$ cat config.mk
export PLATFORM = sky130hd
export DESIGN_NAME = psum_acc_ctrl_flat
export DESIGN_NICKNAME = d
export VERILOG_FILES = /design/src/rtl/psum_acc_ctrl_if.sv /design/src/rtl/psum_acc_ctrl.sv /design/src/flat_wrapper.sv
export SDC_FILE = /design/constraint.sdc
export NUM_CORES = 1
export LEC_CHECK = 0
export BUFFER_PORTS_ARGS = -buffer_cell sky130_fd_sc_hd__buf_2
export CAP_MARGIN = 20
export CELL_PAD_IN_SITES_DETAIL_PLACEMENT = 1
export CELL_PAD_IN_SITES_GLOBAL_PLACEMENT = 1
export CORE_MARGIN = 5
export CORE_UTILIZATION = 40
export CTS_CLUSTER_SIZE = 12
export DETAILED_ROUTE_END_ITERATION = 10
export PLACE_DENSITY = 0.9
export SYNTH_ARGS = -nofsm -noshare
export SYNTH_HDL_FRONTEND = slang
export SYNTH_SLANG_ARGS = --single-unit
$ cat constraint.sdc
create_clock -name clk -period 6.4 [get_ports clk]
set_clock_uncertainty 0.2 [all_clocks]
set_input_delay 0.32 -clock clk [delete_from_list [all_inputs] [get_ports clk]]
set_output_delay 0.32 -clock clk [all_outputs]
set_load 0.01 [all_outputs]
$ cat src/rtl/psum_acc_ctrl_if.sv
// Handshake and RAM-side bundle for the partial-sum accumulator controller.
// The controller connects to slave; the environment (RAM, producer, consumer) uses master.
interface psum_acc_ctrl_if #(
  parameter int DWIDTH = 24,
  parameter int AWIDTH = 8
);
  logic              cmd_valid;
  logic [1:0]        cmd_op;
  logic              cmd_ready;

  logic              in_valid;
  logic              in_ready;
  logic [AWIDTH-1:0] in_addr;
  logic [DWIDTH-1:0] in_data;
  logic              in_last;

  logic              out_valid;
  logic              out_ready;
  logic [DWIDTH-1:0] out_data;
  logic              out_last;

  logic              ram_we;
  logic [AWIDTH-1:0] ram_adr_w;
  logic [DWIDTH-1:0] ram_dat_i;
  logic [AWIDTH-1:0] ram_adr_r;
  logic [DWIDTH-1:0] ram_dat_o2;

  logic              busy;
  logic              done;
  logic              sat_flag;

  modport master (
    output cmd_valid, cmd_op, in_valid, in_addr, in_data, in_last, out_ready, ram_dat_o2,
    input  cmd_ready, in_ready, out_valid, out_data, out_last,
           ram_we, ram_adr_w, ram_dat_i, ram_adr_r, busy, done, sat_flag
  );

  modport slave (
    input  cmd_valid, cmd_op, in_valid, in_addr, in_data, in_last, out_ready, ram_dat_o2,
    output cmd_ready, in_ready, out_valid, out_data, out_last,
           ram_we, ram_adr_w, ram_dat_i, ram_adr_r, busy, done, sat_flag
  );
endinterface

$ cat src/rtl/psum_acc_ctrl.sv
// Partial-sum accumulator controller: clears, accumulates into and drains an external
// 1-cycle-latency read-before-write RAM.
module psum_acc_ctrl #(
  parameter int DWIDTH = 24,
  parameter int AWIDTH = 8
) (
  input logic           clk,
  input logic           rst,
  psum_acc_ctrl_if.slave bus
);

  typedef enum logic [2:0] {IDLE, CLEAR, ACC, FLUSH, DRAIN} state_e;

  localparam logic [DWIDTH-1:0] SatMax   = {1'b0, {(DWIDTH-1){1'b1}}};
  localparam logic [DWIDTH-1:0] SatMin   = {1'b1, {(DWIDTH-1){1'b0}}};
  localparam logic [AWIDTH-1:0] LastAddr = '1;

  state_e            state_q;
  logic [AWIDTH-1:0] ptr_q;
  logic              outValid_q;
  logic              pendValid_q;
  logic [AWIDTH-1:0] pendAddr_q;
  logic [DWIDTH-1:0] pendData_q;
  logic              fwdValid_q;
  logic [AWIDTH-1:0] fwdAddr_q;
  logic [DWIDTH-1:0] fwdData_q;
  logic              satFlag_q;
  logic              done_q;

  logic              cmdAccept;
  logic              inAccept;
  logic              drainAdv;
  logic [DWIDTH-1:0] operand;
  logic [DWIDTH:0]   sumWide;
  logic              overflow;
  logic [DWIDTH-1:0] wrData_d;
  logic [AWIDTH-1:0] rdAddr;

  assign cmdAccept = bus.cmd_valid && (state_q == IDLE);
  assign inAccept  = bus.in_valid && (state_q == ACC);
  assign drainAdv  = outValid_q && bus.out_ready;

  // The RAM read issued alongside the previous beat cannot see that beat's write, so forward it.
  assign operand  = (fwdValid_q && (fwdAddr_q == pendAddr_q)) ? fwdData_q : bus.ram_dat_o2;
  assign sumWide  = {operand[DWIDTH-1], operand} + {pendData_q[DWIDTH-1], pendData_q};
  assign overflow = sumWide[DWIDTH] ^ sumWide[DWIDTH-1];
  assign wrData_d = overflow ? (sumWide[DWIDTH] ? SatMin : SatMax) : sumWide[DWIDTH-1:0];

  // While draining, a stalled beat re-reads its own address so the RAM output holds steady.
  always_comb begin
    rdAddr = '0;
    if (state_q == ACC) begin
      rdAddr = bus.in_addr;
    end else if (state_q == DRAIN) begin
      rdAddr = drainAdv ? ptr_q + 1'b1 : ptr_q;
    end
  end

  assign bus.cmd_ready = (state_q == IDLE);
  assign bus.busy      = (state_q != IDLE);
  assign bus.in_ready  = (state_q == ACC);
  assign bus.ram_we    = pendValid_q || (state_q == CLEAR);
  assign bus.ram_adr_w = (state_q == CLEAR) ? ptr_q : pendAddr_q;
  assign bus.ram_dat_i = pendValid_q ? wrData_d : '0;
  assign bus.ram_adr_r = rdAddr;
  assign bus.out_valid = outValid_q;
  assign bus.out_data  = outValid_q ? bus.ram_dat_o2 : '0;
  assign bus.out_last  = outValid_q && (ptr_q == LastAddr);
  assign bus.done      = done_q;
  assign bus.sat_flag  = satFlag_q;

  always_ff @(posedge clk or posedge rst) begin
    if (rst) begin
      state_q     <= IDLE;
      ptr_q       <= '0;
      outValid_q  <= 1'b0;
      pendValid_q <= 1'b0;
      pendAddr_q  <= '0;
      pendData_q  <= '0;
      fwdValid_q  <= 1'b0;
      fwdAddr_q   <= '0;
      fwdData_q   <= '0;
      satFlag_q   <= 1'b0;
      done_q      <= 1'b0;
    end else begin
      done_q      <= 1'b0;
      pendValid_q <= inAccept;
      if (inAccept) begin
        pendAddr_q <= bus.in_addr;
        pendData_q <= bus.in_data;
      end
      fwdValid_q <= pendValid_q;
      fwdAddr_q  <= pendAddr_q;
      fwdData_q  <= wrData_d;
      if (pendValid_q && overflow) begin
        satFlag_q <= 1'b1;
      end

      case (state_q)
        IDLE: begin
          if (cmdAccept) begin
            case (bus.cmd_op)
              2'b01: begin
                state_q   <= CLEAR;
                ptr_q     <= '0;
                satFlag_q <= 1'b0;
              end
              2'b10: state_q <= ACC;
              2'b11: begin
                state_q    <= DRAIN;
                ptr_q      <= '0;
                outValid_q <= 1'b0;
              end
              default: state_q <= IDLE;
            endcase
          end
        end
        CLEAR: begin
          if (ptr_q == LastAddr) begin
            state_q <= IDLE;
            ptr_q   <= '0;
            done_q  <= 1'b1;
          end else begin
            ptr_q <= ptr_q + 1'b1;
          end
        end
        ACC: begin
          if (inAccept && bus.in_last) begin
            state_q <= FLUSH;
          end
        end
        FLUSH: begin
          state_q <= IDLE;
          done_q  <= 1'b1;
        end
        DRAIN: begin
          if (!outValid_q) begin
            outValid_q <= 1'b1;
          end else if (bus.out_ready) begin
            if (ptr_q == LastAddr) begin
              outValid_q <= 1'b0;
              ptr_q      <= '0;
              state_q    <= IDLE;
              done_q     <= 1'b1;
            end else begin
              ptr_q <= ptr_q + 1'b1;
            end
          end
        end
        default: state_q <= IDLE;
      endcase
    end
  end

endmodule

$ cat src/flat_wrapper.sv
// flat-port wrapper written by rule: the top's interface ports become plain ports
module psum_acc_ctrl_flat 
#(
  parameter int DWIDTH = 24,
  parameter int AWIDTH = 8
)
  (clk, rst, bus_cmd_valid, bus_cmd_op, bus_in_valid, bus_in_addr, bus_in_data, bus_in_last, bus_out_ready, bus_ram_dat_o2, bus_cmd_ready, bus_in_ready, bus_out_valid, bus_out_data, bus_out_last, bus_ram_we, bus_ram_adr_w, bus_ram_dat_i, bus_ram_adr_r, bus_busy, bus_done, bus_sat_flag);
  psum_acc_ctrl_if #(.DWIDTH(DWIDTH), .AWIDTH(AWIDTH)) bus_i ();
  input logic clk;
  input logic rst;
  input wire logic [$bits(bus_i.cmd_valid)-1:0] bus_cmd_valid;
  input wire logic [$bits(bus_i.cmd_op)-1:0] bus_cmd_op;
  input wire logic [$bits(bus_i.in_valid)-1:0] bus_in_valid;
  input wire logic [$bits(bus_i.in_addr)-1:0] bus_in_addr;
  input wire logic [$bits(bus_i.in_data)-1:0] bus_in_data;
  input wire logic [$bits(bus_i.in_last)-1:0] bus_in_last;
  input wire logic [$bits(bus_i.out_ready)-1:0] bus_out_ready;
  input wire logic [$bits(bus_i.ram_dat_o2)-1:0] bus_ram_dat_o2;
  output wire logic [$bits(bus_i.cmd_ready)-1:0] bus_cmd_ready;
  output wire logic [$bits(bus_i.in_ready)-1:0] bus_in_ready;
  output wire logic [$bits(bus_i.out_valid)-1:0] bus_out_valid;
  output wire logic [$bits(bus_i.out_data)-1:0] bus_out_data;
  output wire logic [$bits(bus_i.out_last)-1:0] bus_out_last;
  output wire logic [$bits(bus_i.ram_we)-1:0] bus_ram_we;
  output wire logic [$bits(bus_i.ram_adr_w)-1:0] bus_ram_adr_w;
  output wire logic [$bits(bus_i.ram_dat_i)-1:0] bus_ram_dat_i;
  output wire logic [$bits(bus_i.ram_adr_r)-1:0] bus_ram_adr_r;
  output wire logic [$bits(bus_i.busy)-1:0] bus_busy;
  output wire logic [$bits(bus_i.done)-1:0] bus_done;
  output wire logic [$bits(bus_i.sat_flag)-1:0] bus_sat_flag;
  assign bus_i.cmd_valid = bus_cmd_valid;
  assign bus_i.cmd_op = bus_cmd_op;
  assign bus_i.in_valid = bus_in_valid;
  assign bus_i.in_addr = bus_in_addr;
  assign bus_i.in_data = bus_in_data;
  assign bus_i.in_last = bus_in_last;
  assign bus_i.out_ready = bus_out_ready;
  assign bus_i.ram_dat_o2 = bus_ram_dat_o2;
  assign bus_cmd_ready = bus_i.cmd_ready;
  assign bus_in_ready = bus_i.in_ready;
  assign bus_out_valid = bus_i.out_valid;
  assign bus_out_data = bus_i.out_data;
  assign bus_out_last = bus_i.out_last;
  assign bus_ram_we = bus_i.ram_we;
  assign bus_ram_adr_w = bus_i.ram_adr_w;
  assign bus_ram_dat_i = bus_i.ram_dat_i;
  assign bus_ram_adr_r = bus_i.ram_adr_r;
  assign bus_busy = bus_i.busy;
  assign bus_done = bus_i.done;
  assign bus_sat_flag = bus_i.sat_flag;
  psum_acc_ctrl #(.DWIDTH(DWIDTH), .AWIDTH(AWIDTH)) u_core (.clk(clk), .rst(rst), .bus(bus_i));
endmodule
==> results of run 1 <==
## registers in the layout, summed over array words and instances, names as in the netlist
name	count
u_core.state_q	3
u_core.ptr_q	8
u_core.pendAddr_q	8
u_core.pendValid_q	1
u_core.bus.out_valid	1
u_core.fwdValid_q	1
u_core.fwdAddr_q	8
u_core.pendData_q	24
u_core.fwdData_q	24
u_core.bus.sat_flag	1
u_core.bus.done	1
## worst max-delay path, cell delays in order (launching register included)
cell and delay (ps):
dfrtp_1 430, xor2_1 180, nor4_1 330, nand3_1 170
nor4_4 140, buf_4 370, mux2_2 380, ha_1 220
fa_1 450, a211oi_1 230, nor2_1 120, o211a_1 270
a31oi_2 250, o211ai_1 170, mux2_2 310, nand2_1 650
o21ai_1 150, buf_2 180
## final cells by class
cell class | instances | area share, %
Timing Repair Buffer | 158 | 13.8
Multi-Input combinational cell | 441 | 47.3
Tap cell | 176 | 3.33
Inverter | 12 | 0.701
Clock buffer | 9 | 3.41
Clock inverter | 7 | 1.19
Sequential cell | 80 | 30.3
## power breakdown
part | switching [uW] | internal, uW | total, uW | leakage (uW)
Combinational | 1130 | 803 | 1940 | 0.00205
Sequential | 189 | 754 | 942 | 0.000969
Clock | 231 | 306 | 537 | 0.000150
## per-stage QoR
stage                     power (uW)  hold slack (ps)  setup slack, ps  std cells
after floorplan                 2250              204             1610        562
after global placement          2730              210             1100        849
after detailed placement        2840              232              928        849
after CTS                       3430             3.16              459        881
after global routing            3670             3.52              228        883
final                           3420             8.80              519        883
## worst min-delay path by stage
| stage | from | end | slack (ps) | depth (start not counted) |
|---|---|---|---|---|
| 2_1_floorplan | u_core.pendAddr_q[1] | u_core.fwdAddr_q[1] | 200 | 0 |
| 4_1_cts | bus_in_data[18] | u_core.pendData_q[18] | 3 | 2 |
| 3_3_place_gp | u_core.pendAddr_q[5] | u_core.fwdAddr_q[5] | 210 | 0 |
| 3_5_place_dp | u_core.pendAddr_q[3] | u_core.fwdAddr_q[3] | 230 | 0 |
| 6_report | bus_in_data[8] | u_core.pendData_q[8] | 9 | 2 |
| 5_1_grt | bus_in_data[4] | u_core.pendData_q[4] | 4 | 2 |
## logic make-up (layout without fill, tap and decap cells)
logic type                 after synthesis  after routing
muxes                                   66             66
DFF                                     80             80
xor gates and xnor gates                35             35
and+or+nand+nor                        190            190
buffers and inverters                   41            186
adders and majority gates               27             27
AOI/OAI and AO/OA                      123            123
## metal layers
layer  GRT usage (%)  part of all wire, %  vias up
li1                -                    -     2262
met1            25.5                   42     2421
met2            38.5                   52      126
met3            5.23                  5.4       14
met4            5.55                 0.96        0
met5               0                    0        -
## cell usage in the layout (no fill, tap or decap), types with 4 or more instances in the layout
master,instances
buf_2,135
dfrtp_1,80
nor2_1,75
mux2_2,65
nand2_1,35
o21ai_0,34
and2_1,30
a21oi_1,26
ha_1,25
xnor2_1,19
dlygate4sd3_1,17
xor2_1,16
nand3_1,15
and3_1,12
a21o_1,12
inv_1,11
clkbuf_16,9
o31ai_1,7
nand4_1,6
o21ai_1,5
o21bai_1,5
buf_4,5
a31oi_1,4
o21a_1,4
or2_2,4
nand2b_1,4
==> metrics.csv, run 1 <==
metric,value,unit
clock sink count,80,
status,completed,
post-synth top area cell,dfrtp_1,
port bufs,135,
full die area,15600,um^2
min cycle time layout,5880,ps
PD cells,517,nW/um^2
Worst R2R Setup Slack,1130,ps
post-synthesis net count,652,
Worst Max-Slew Pin Slew,983,ps
gp weighted congestion,0.866,
setup bufs post-CTS,0,
vias in the first global route,5355,
mux contribution to synthesized area,14.1,%
Peak Freq,170,MHz
layout cells sized above 1,33.7,%
syn_area_per_cell,9.40,um^2
drc violations,0,
Filler Cell Count,1527,
Avg WL per Cell,18.9,um
gr ovfl total,0,
adder-cell share of the synthesized area,6.52,%
depth of the CTS H-tree,3,
Initial DRC Count,228,
number of synthesized register bits,80,
Crit. End Element,output port,
CTS Root Cell,clkbuf_16,
Multi-input gate area,3120,um^2
cell area after layout,6610,um^2
Yosys top cell area share,37.9,%
global-route wire length before repair,27100,um
most frequent cell after synthesis,dfrtp_1,
Via-to-Cell Ratio,5.46,
register area,2000,um^2
post-synthesis compound-gate area fraction,15.5,%
Pre-Repair DR Iteration Count,4,
Die X,125,um
CTS tree,done,
number of enable flip-flop cells after synthesis,0,
crit path capture,bus_ram_dat_i[17],
min-delay worst type,input pin to register,
combinational family with the most area after synthesis,simple AND/OR/NAND/NOR gates,
CTS Buf Count,9,
final setup vio count,0,
post-synth cell types,53,
Post-CTS Resized,0,
largest net degree at the start of global routing,81,
ys flop type,dfrtp_1,
sequential fraction of the synthesis area,37.9,%
CP Max Fanout,24,
critical path type,register to output port,
RSZ-0062 raised after global routing,false,
FF-to-FF path depth,17,
Synth Cell Area,5280,um^2
Initial Util,40.4,%
core footprint,13100,um^2
Slew HR,34.4,%
RR Startpoint,u_core.pendAddr_q[5],
Area Overhead vs Synth,25.1,%
Die Span Y,125,um
Post-Place Cell Area,6110,um^2
DPL Wire Length,12200,um
Top Ports,136,
XOR/XNOR share of the synthesized area,5.81,%
final core occ,50.5,%
worst-case clock buffer depth,2,
Post-Synth Simple-Gate Area,17.2,%
Synth async-reset ratio,100,%
Final nets,792,
Tot GR Track Use,21.4,%
Final Hold Viols,0,
CP Data Required Time,5880,ps
initial antenna violation count,0,
"Arr. time, crit path",5360,ps
Final Cycle Share,91.9,%
WL final,16600,um
diodes inserted,0,
CTS hold repair buffers,16,
Area contributors post-synth,"dfrtp_1 (38%), mux2_2 (14%), ha_1 (5.9%)",
reg2reg end,u_core.fwdData_q[21],
leakage,0.00317,uW
Synthesis Warnings,0,
TNS Setup,0,ps
# Max-Cap Violations,0,
fin. max-slew vios,0,
row cnt,42,
Mapped Cells,562,
via count,4823,
VDD IR-drop max,0.000260,V
CP Launch Type,register,
Critical path origin,u_core.pendAddr_q[5],
Clock Latency Late Sink,350,ps
Clock Pin Slew Worst Setup and Hold Paths,70,ps
Routed Antenna Nets,0,
Synth top cells by count,"dfrtp_1 (80), nor2_1 (75), mux2_2 (65)",
Note: power is estimated with default switching activity, not from simulation.
==> run 2: changes to the inputs <==
--- a/config.mk
+++ b/config.mk
@@ -9,6 +9,7 @@
 export CAP_MARGIN = 20
 export CELL_PAD_IN_SITES_DETAIL_PLACEMENT = 1
 export CELL_PAD_IN_SITES_GLOBAL_PLACEMENT = 1
+export CORE_ASPECT_RATIO = 0.7
 export CORE_MARGIN = 5
 export CORE_UTILIZATION = 40
 export CTS_CLUSTER_SIZE = 12
==> run 2 against run 1 <==
- via count down 1.4%
- die area up 0.24%
- power up 1.9%
- sequential power up 0.8%
- routed wire length up 2.8%
- flip-flop and latch count unchanged
- clock-buffer cell count up 4
- hold slack better by 3.4 ps
- register-to-register slack about the same
- critical path depth unchanged
- largest power group unchanged
==> metrics.csv, run 2 (same netlist as run 1, synthesis figures left out) <==
metric,value,unit,change
worst hold path depth,2,,unchanged
final core occ,49.5,%,-0.99 points
Pre-Repair DR Iteration Count,4,,unchanged
Hold WS,12.2,ps,+3.36 ps
sw frac,45.2,%,-0.20 points
crit path cell chain,xor2_1 > nor4_1 > nand3_1 > nor4_4 > buf_4 > mux2_2 > fa_1 > a211oi_1 > nor2_1 > o211a_1 > a31oi_2 > o211ai_1 > mux2_2 > nand2_1 > buf_4 > o21ai_1 > buf_2,,
DPL Wire Length,13200,um,+8.3%
vias in the first global route,5204,,-2.8%
CTS Root Cell,clkbuf_16,,
min-delay worst type,input pin to register,,
largest net degree at the start of global routing,81,,unchanged
Tot GR Track Use,22.4,%,+0.97 points
worst-case clock buffer depth,2,,unchanged
Largest regs,"u_core.fwdData_q x24, u_core.pendData_q x24",,
Worst R2R Setup Slack,1140,ps,about the same
Worst Path Buf+Inv,3,,+1
reg2reg end,u_core.fwdData_q[10],,
Critical path origin,u_core.pendAddr_q[5],,
Multi-input gate area,3120,um^2,unchanged
Top Family by Delay on Critical Path,simple AND/OR/NAND/NOR gates,,
"most common cell after layout, fill and taps aside",buf_2,,
Via-to-Cell Ratio,5.54,,+1.4%
Hold Path End,u_core.pendData_q[12],,
RR Startpoint,u_core.pendAddr_q[5],,
WL final,17100,um,+2.8%
"Arr. time, crit path",5380,ps,+20 ps
Filler Cell Count,1563,,+2.4%
Initial DRC Count,239,,+4.8%
row cnt,35,,-17%
PD cells,539,nW/um^2,+4.2%
Internal,1910,uW,+2.3%
CP Data Required Time,5880,ps,about the same
Seq pwr share,27.3,%,-0.3 points
status,completed,,
"commonest cells after routing, fill and taps aside","buf_2 (135), dfrtp_1 (80), nor2_1 (75), mux2_2 (65), nand2_1 (35)",,
fin. max-slew vios,0,,unchanged
CTS tree,done,,
register area,2000,um^2,unchanged
PnR worst setup slack,499,ps,-20.0 ps
critical path's slowest cell,nor4_4,,
Initial Util,40.5,%,+0.11 points
CP max stage delay,620,ps,-30 ps
Die Span Y,106,um,-15%
Routed Antenna Nets,0,,unchanged
# Max-Cap Violations,0,,unchanged
CP Max Fanout,15,,-38%
Final Cycle Share,92.2,%,+0.31 points
diodes inserted,0,,unchanged
CP Launch Type,register,,
worst slack at placement,912,ps,-15.9 ps
core footprint,13100,um^2,-0.27%
leakage,0.00312,uW,-1.7%
full die area,15600,um^2,+0.24%
clock sink count,80,,unchanged
cell area after layout,6460,um^2,-2.2%
VDD IR-drop max,0.000216,V,-17%
gp weighted congestion,0.903,,+4.3%
Area Overhead vs Synth,22.4,%,
global-route wire length before repair,28300,um,+4.5%
Final nets,778,,-1.8%
Peak Freq,169,MHz,-0.34%
Avg WL per Cell,19.9,um,+5.7%
initial antenna violation count,0,,unchanged
port bufs,135,,unchanged
Final Hold Viols,0,,unchanged
Top Ports,136,,unchanged
Hold Startpoint,bus_in_data[12],,
depth of the CTS H-tree,3,,unchanged
Crit. End Element,output port,,
Clock Latency Late Sink,340,ps,about the same
Slew HR,35.2,%,+0.71 points
critical path type,register to output port,,
Post-Place Cell Area,6110,um^2,about the same
RSZ-0062 raised after global routing,false,,
Die X,147,um,+18%
Clock Pin Slew Worst Setup and Hold Paths,60,ps,about the same
Worst Max-Slew Pin Slew,973,ps,-10.7 ps
FF-to-FF path depth,16,,-1
gr ovfl total,0,,unchanged
Post-CTS Resized,0,,unchanged
final setup vio count,0,,unchanged
via count,4757,,-1.4%
Sw Pwr,1580,uW,+1.5%
drc violations,0,,unchanged
Gate power share,56.6,%,about the same
layout cells sized above 1,34.2,%,+0.54 points
CTS Buf Count,9,,unchanged
TNS Setup,0,ps,unchanged
power share of the clock group,16.1,%,+0.4 points
min cycle time layout,5900,ps,+20.0 ps
[run 2: how the worst max path moves through the flow]
stage | depth (start not counted) | to | slack [ps]
CTS | 17 | bus_ram_dat_i[17] | 500
finish | 17 | bus_ram_dat_i[17] | 500
global placement | 17 | bus_ram_dat_i[19] | 1040
floorplan | 16 | bus_ram_dat_i[4] | 1610
detailed placement | 17 | bus_ram_dat_i[17] | 910
global route | 17 | bus_ram_dat_i[8] | 230
[run 2: cell type report]
class / instances / share of cell area, %
Clock buffer: 13 / 3.87
Timing Repair Buffer: 144 / 11.9
Tap cell: 166 / 3.21
Multi-Input combinational cell: 441 / 48.4
Sequential cell: 80 / 31.0
Clock inverter: 3 / 1.01
Inverter: 12 / 0.716
[run 2: per-layer routing]
metal / vias to the layer above / global-route usage (%) / routed length (um)
li1: 2228 / - / -
met1: 2367 / 31.4 / 8160
met2: 137 / 35.6 / 7790
met3: 25 / 3.96 / 836
met4: 0 / 6.52 / 328
met5: - / 0 / 0
[run 2: power by group through the flow]
stage               combinational [uW]  clock, uW  sequential, uW
finish                            1970        559             950
global route                      2160        591             983
floorplan                         1390          0             858
CTS                               1960        570             954
detailed placement                1940          0             962
global placement                  1860          0             939
[run 2: stage by stage]
stage          instances  power (uW)
2_1_floorplan        562        2250
3_3_place_gp         841        2800
3_5_place_dp         841        2900
4_1_cts              857        3490
5_1_grt              859        3740
6_report             859        3480
[run 2: worst reg2reg max path, cell delays in order (launching register included)]
cell and delay (ps):
dfrtp_1 410, xor2_1 170, nor4_1 290, nand3_1 150, nor4_4 620, buf_4 310
mux2_2 380, fa_1 460, a211oi_1 270, nor2_1 140, o211a_1 300, a31oi_2 290
o211ai_1 210, and2_1 270, nor2_1 210, buf_4 310, o21bai_1 150
[run 2: repair_timing]
item	in CTS	in global routing
hold endpoints to repair	0	25
setup buffers	0	0
hold buffers	0	1
endpoints found under the setup margin	0	0
==> run 3: changes to the inputs <==
--- a/config.mk
+++ b/config.mk
@@ -15,6 +15,7 @@
 export CTS_CLUSTER_SIZE = 12
 export DETAILED_ROUTE_END_ITERATION = 10
 export PLACE_DENSITY = 0.9
+export REMOVE_ABC_BUFFERS = 1
 export SYNTH_ARGS = -nofsm -noshare
 export SYNTH_HDL_FRONTEND = slang
 export SYNTH_SLANG_ARGS = --single-unit
==> run 3 against run 2 <==
- hold slack lost 6.4 ps
- power down 0.65%
- maximum frequency increased by 0.48%
- register-to-register slack worse by 280 ps
- flip-flop and latch count did not move
- clock-buffer cell count fell by 3
- combinational power hardly changed
- via count up 2.9%
- critical path type unchanged
- sequential share of layout area is 0.096 points lower
- non-clock buffer count up 2
- largest power group unchanged
==> metrics.csv, run 3 (same netlist as run 1, synthesis figures left out) <==
metric,value,unit,change
clock sink count,80,,unchanged
Worst Max-Slew Pin Slew,812,ps,-161 ps
Tot GR Track Use,22.2,%,-0.18 points
"commonest cells after routing, fill and taps aside","buf_2 (135), dfrtp_1 (80), nor2_1 (75), mux2_2 (65)",,
CP Data Required Time,5880,ps,about the same
Power Total,3460,uW,-0.65%
sw frac,45.8,%,+0.53 points
RSZ-0062 raised after global routing,false,,
via count,4896,,+2.9%
worst slack at placement,824,ps,-88.4 ps
Peak Freq,170,MHz,+0.48%
Avg WL per Cell,20.1,um,+0.76%
row cnt,35,,unchanged
Clock Pin Slew Worst Setup and Hold Paths,70,ps,about the same
Gate power share,57.7,%,+1.1 points
drc violations,0,,unchanged
depth of the CTS H-tree,3,,unchanged
diodes inserted,0,,unchanged
Multi-input gate area,3130,um^2,+0.32%
Die Span Y,106,um,unchanged
Final nets,780,,+0.26%
Final Hold Viols,0,,unchanged
gr ovfl total,0,,unchanged
final setup vio count,0,,unchanged
Initial DRC Count,299,,+25%
PD cells,534,nW/um^2,-0.95%
PnR worst setup slack,528,ps,+28.4 ps
TNS Setup,0,ps,unchanged
core footprint,13100,um^2,unchanged
Area Overhead vs Synth,22.7,%,
initial antenna violation count,0,,unchanged
global-route wire length before repair,27800,um,-1.8%
port bufs,135,,unchanged
largest net degree at the start of global routing,81,,unchanged
Pre-Repair DR Iteration Count,5,,+1
Via-to-Cell Ratio,5.69,,+2.8%
fin. max-slew vios,0,,unchanged
power share of the clock group,15.5,%,-0.6 points
CP Launch Type,register,,
WL final,17300,um,+0.88%
Die X,147,um,unchanged
full die area,15600,um^2,unchanged
Top Ports,136,,unchanged
# Max-Cap Violations,0,,unchanged
Seq pwr share,26.7,%,-0.6 points
Final Cycle Share,91.8,%,-0.44 points
leakage,0.00312,uW,about the same
CTS Root Cell,clkbuf_16,,
CTS Buf Count,9,,unchanged
Filler Cell Count,1556,,-0.45%
setup bufs post-CTS,0,,unchanged
Crit. End Element,output port,,
CP Max Fanout,24,,+9
Routed Antenna Nets,0,,unchanged
register area,2000,um^2,unchanged
Internal,1880,uW,-1.6%
Sw Pwr,1580,uW,+0.52%
status,completed,,
vias in the first global route,5245,,+0.79%
min-delay worst type,input pin to register,,
Slew HR,45.7,%,+11 points
DPL Wire Length,12800,um,-2.7%
CTS tree,done,,
gp weighted congestion,0.913,,+1.1%
layout cells sized above 1,34.4,%,+0.24 points
"most common cell after layout, fill and taps aside",buf_2,,
VDD IR-drop max,0.000259,V,+20%
Largest regs,"u_core.fwdData_q x24, u_core.pendData_q x24",,
"Arr. time, crit path",5350,ps,-30 ps
Initial Util,40.5,%,unchanged
worst-case clock buffer depth,2,,unchanged
Clock Latency Late Sink,350,ps,about the same
min cycle time layout,5870,ps,-28.4 ps
critical path type,register to output port,,
==> run 3: cell count changes in the layout (fill, tap and decap cells not counted), sizes merged <==
| cell | delta |
|---|---|
| buf | -1 |
| dlygate4sd3 | +3 |
| bufinv | -1 |
| clkbuf | -3 |
| clkinvlp | +1 |
| inv | +2 |
==> run 3: area by class of cell <==
type,instances,area share [%]
Multi-Input combinational cell,441,48.4
Sequential cell,80,30.9
Timing Repair Buffer,146,12.2
Clock buffer,10,3.69
Tap cell,166,3.20
Clock inverter,5,0.985
Inverter,12,0.714
==> run 3: critical path, stage by stage, from the launching register on <==
cell	delay [ps]
dfrtp_1	420
xor2_1	180
nor4_1	350
nand3_1	200
nor4_4	170
buf_4	370
mux2_2	400
ha_1	250
fa_1	440
a211oi_1	220
nor2_1	130
o211a_1	280
o31ai_1	680
o21ai_0	250
xor2_1	190
nor2_1	190
nor2_1	70
buf_2	160
==> run 3: final timing paths <==
path,from,to,slack (ps),cells past startpoint
max,u_core.pendAddr_q[5],bus_ram_dat_i[18],530,17
min,bus_in_data[7],u_core.pendData_q[7],6,2
max reg2reg,u_core.pendAddr_q[5],u_core.fwdData_q[17],860,17
min reg2reg,u_core.pendAddr_q[1],u_core.fwdAddr_q[1],250,0
max in group asynchronous,rst,u_core.fwdData_q[0],5000,5
min in group asynchronous,rst,u_core.fwdData_q[17],410,4
==> run 3: power groups by stage <==
stage                     Sequential (uW)  Combinational [uW]  Clock (uW)
after floorplan                       879                1340           0
after global placement                908                1850           0
after detailed placement              929                1940           0
after CTS                             925                1970         547
after global routing                  953                2180         567
final                                 925                2000         537
==> run 3: through the flow <==
step / hold WS (ps) / instances / utilization, % / instance area, um^2
floorplan: 204 / 533 / - / 5160
global placement: 214 / 840 / 46.7 / 6100
detailed placement: 231 / 840 / 46.7 / 6100
CTS: 2.45 / 858 / 49.3 / 6430
global route: 7.18 / 860 / 49.7 / 6480
finish: 5.75 / 860 / 49.7 / 6480
==> run 3: per-layer routing <==
layer  GRT usage (%)  vias up  part of all wire, %
met5               0        -                    0
met4            8.05        0                  2.5
met3            4.52       32                  5.6
met2            37.1      202                   47
met1            28.7     2429                   45
li1                -     2233                    -
==> run 3: what timing repair did <==
action | in CTS | in global routing
resized for setup | 0 | 2
hold endpoints to repair | 3 | 30
setup endpoints to repair | 0 | 20
hold buffers | 3 | 1
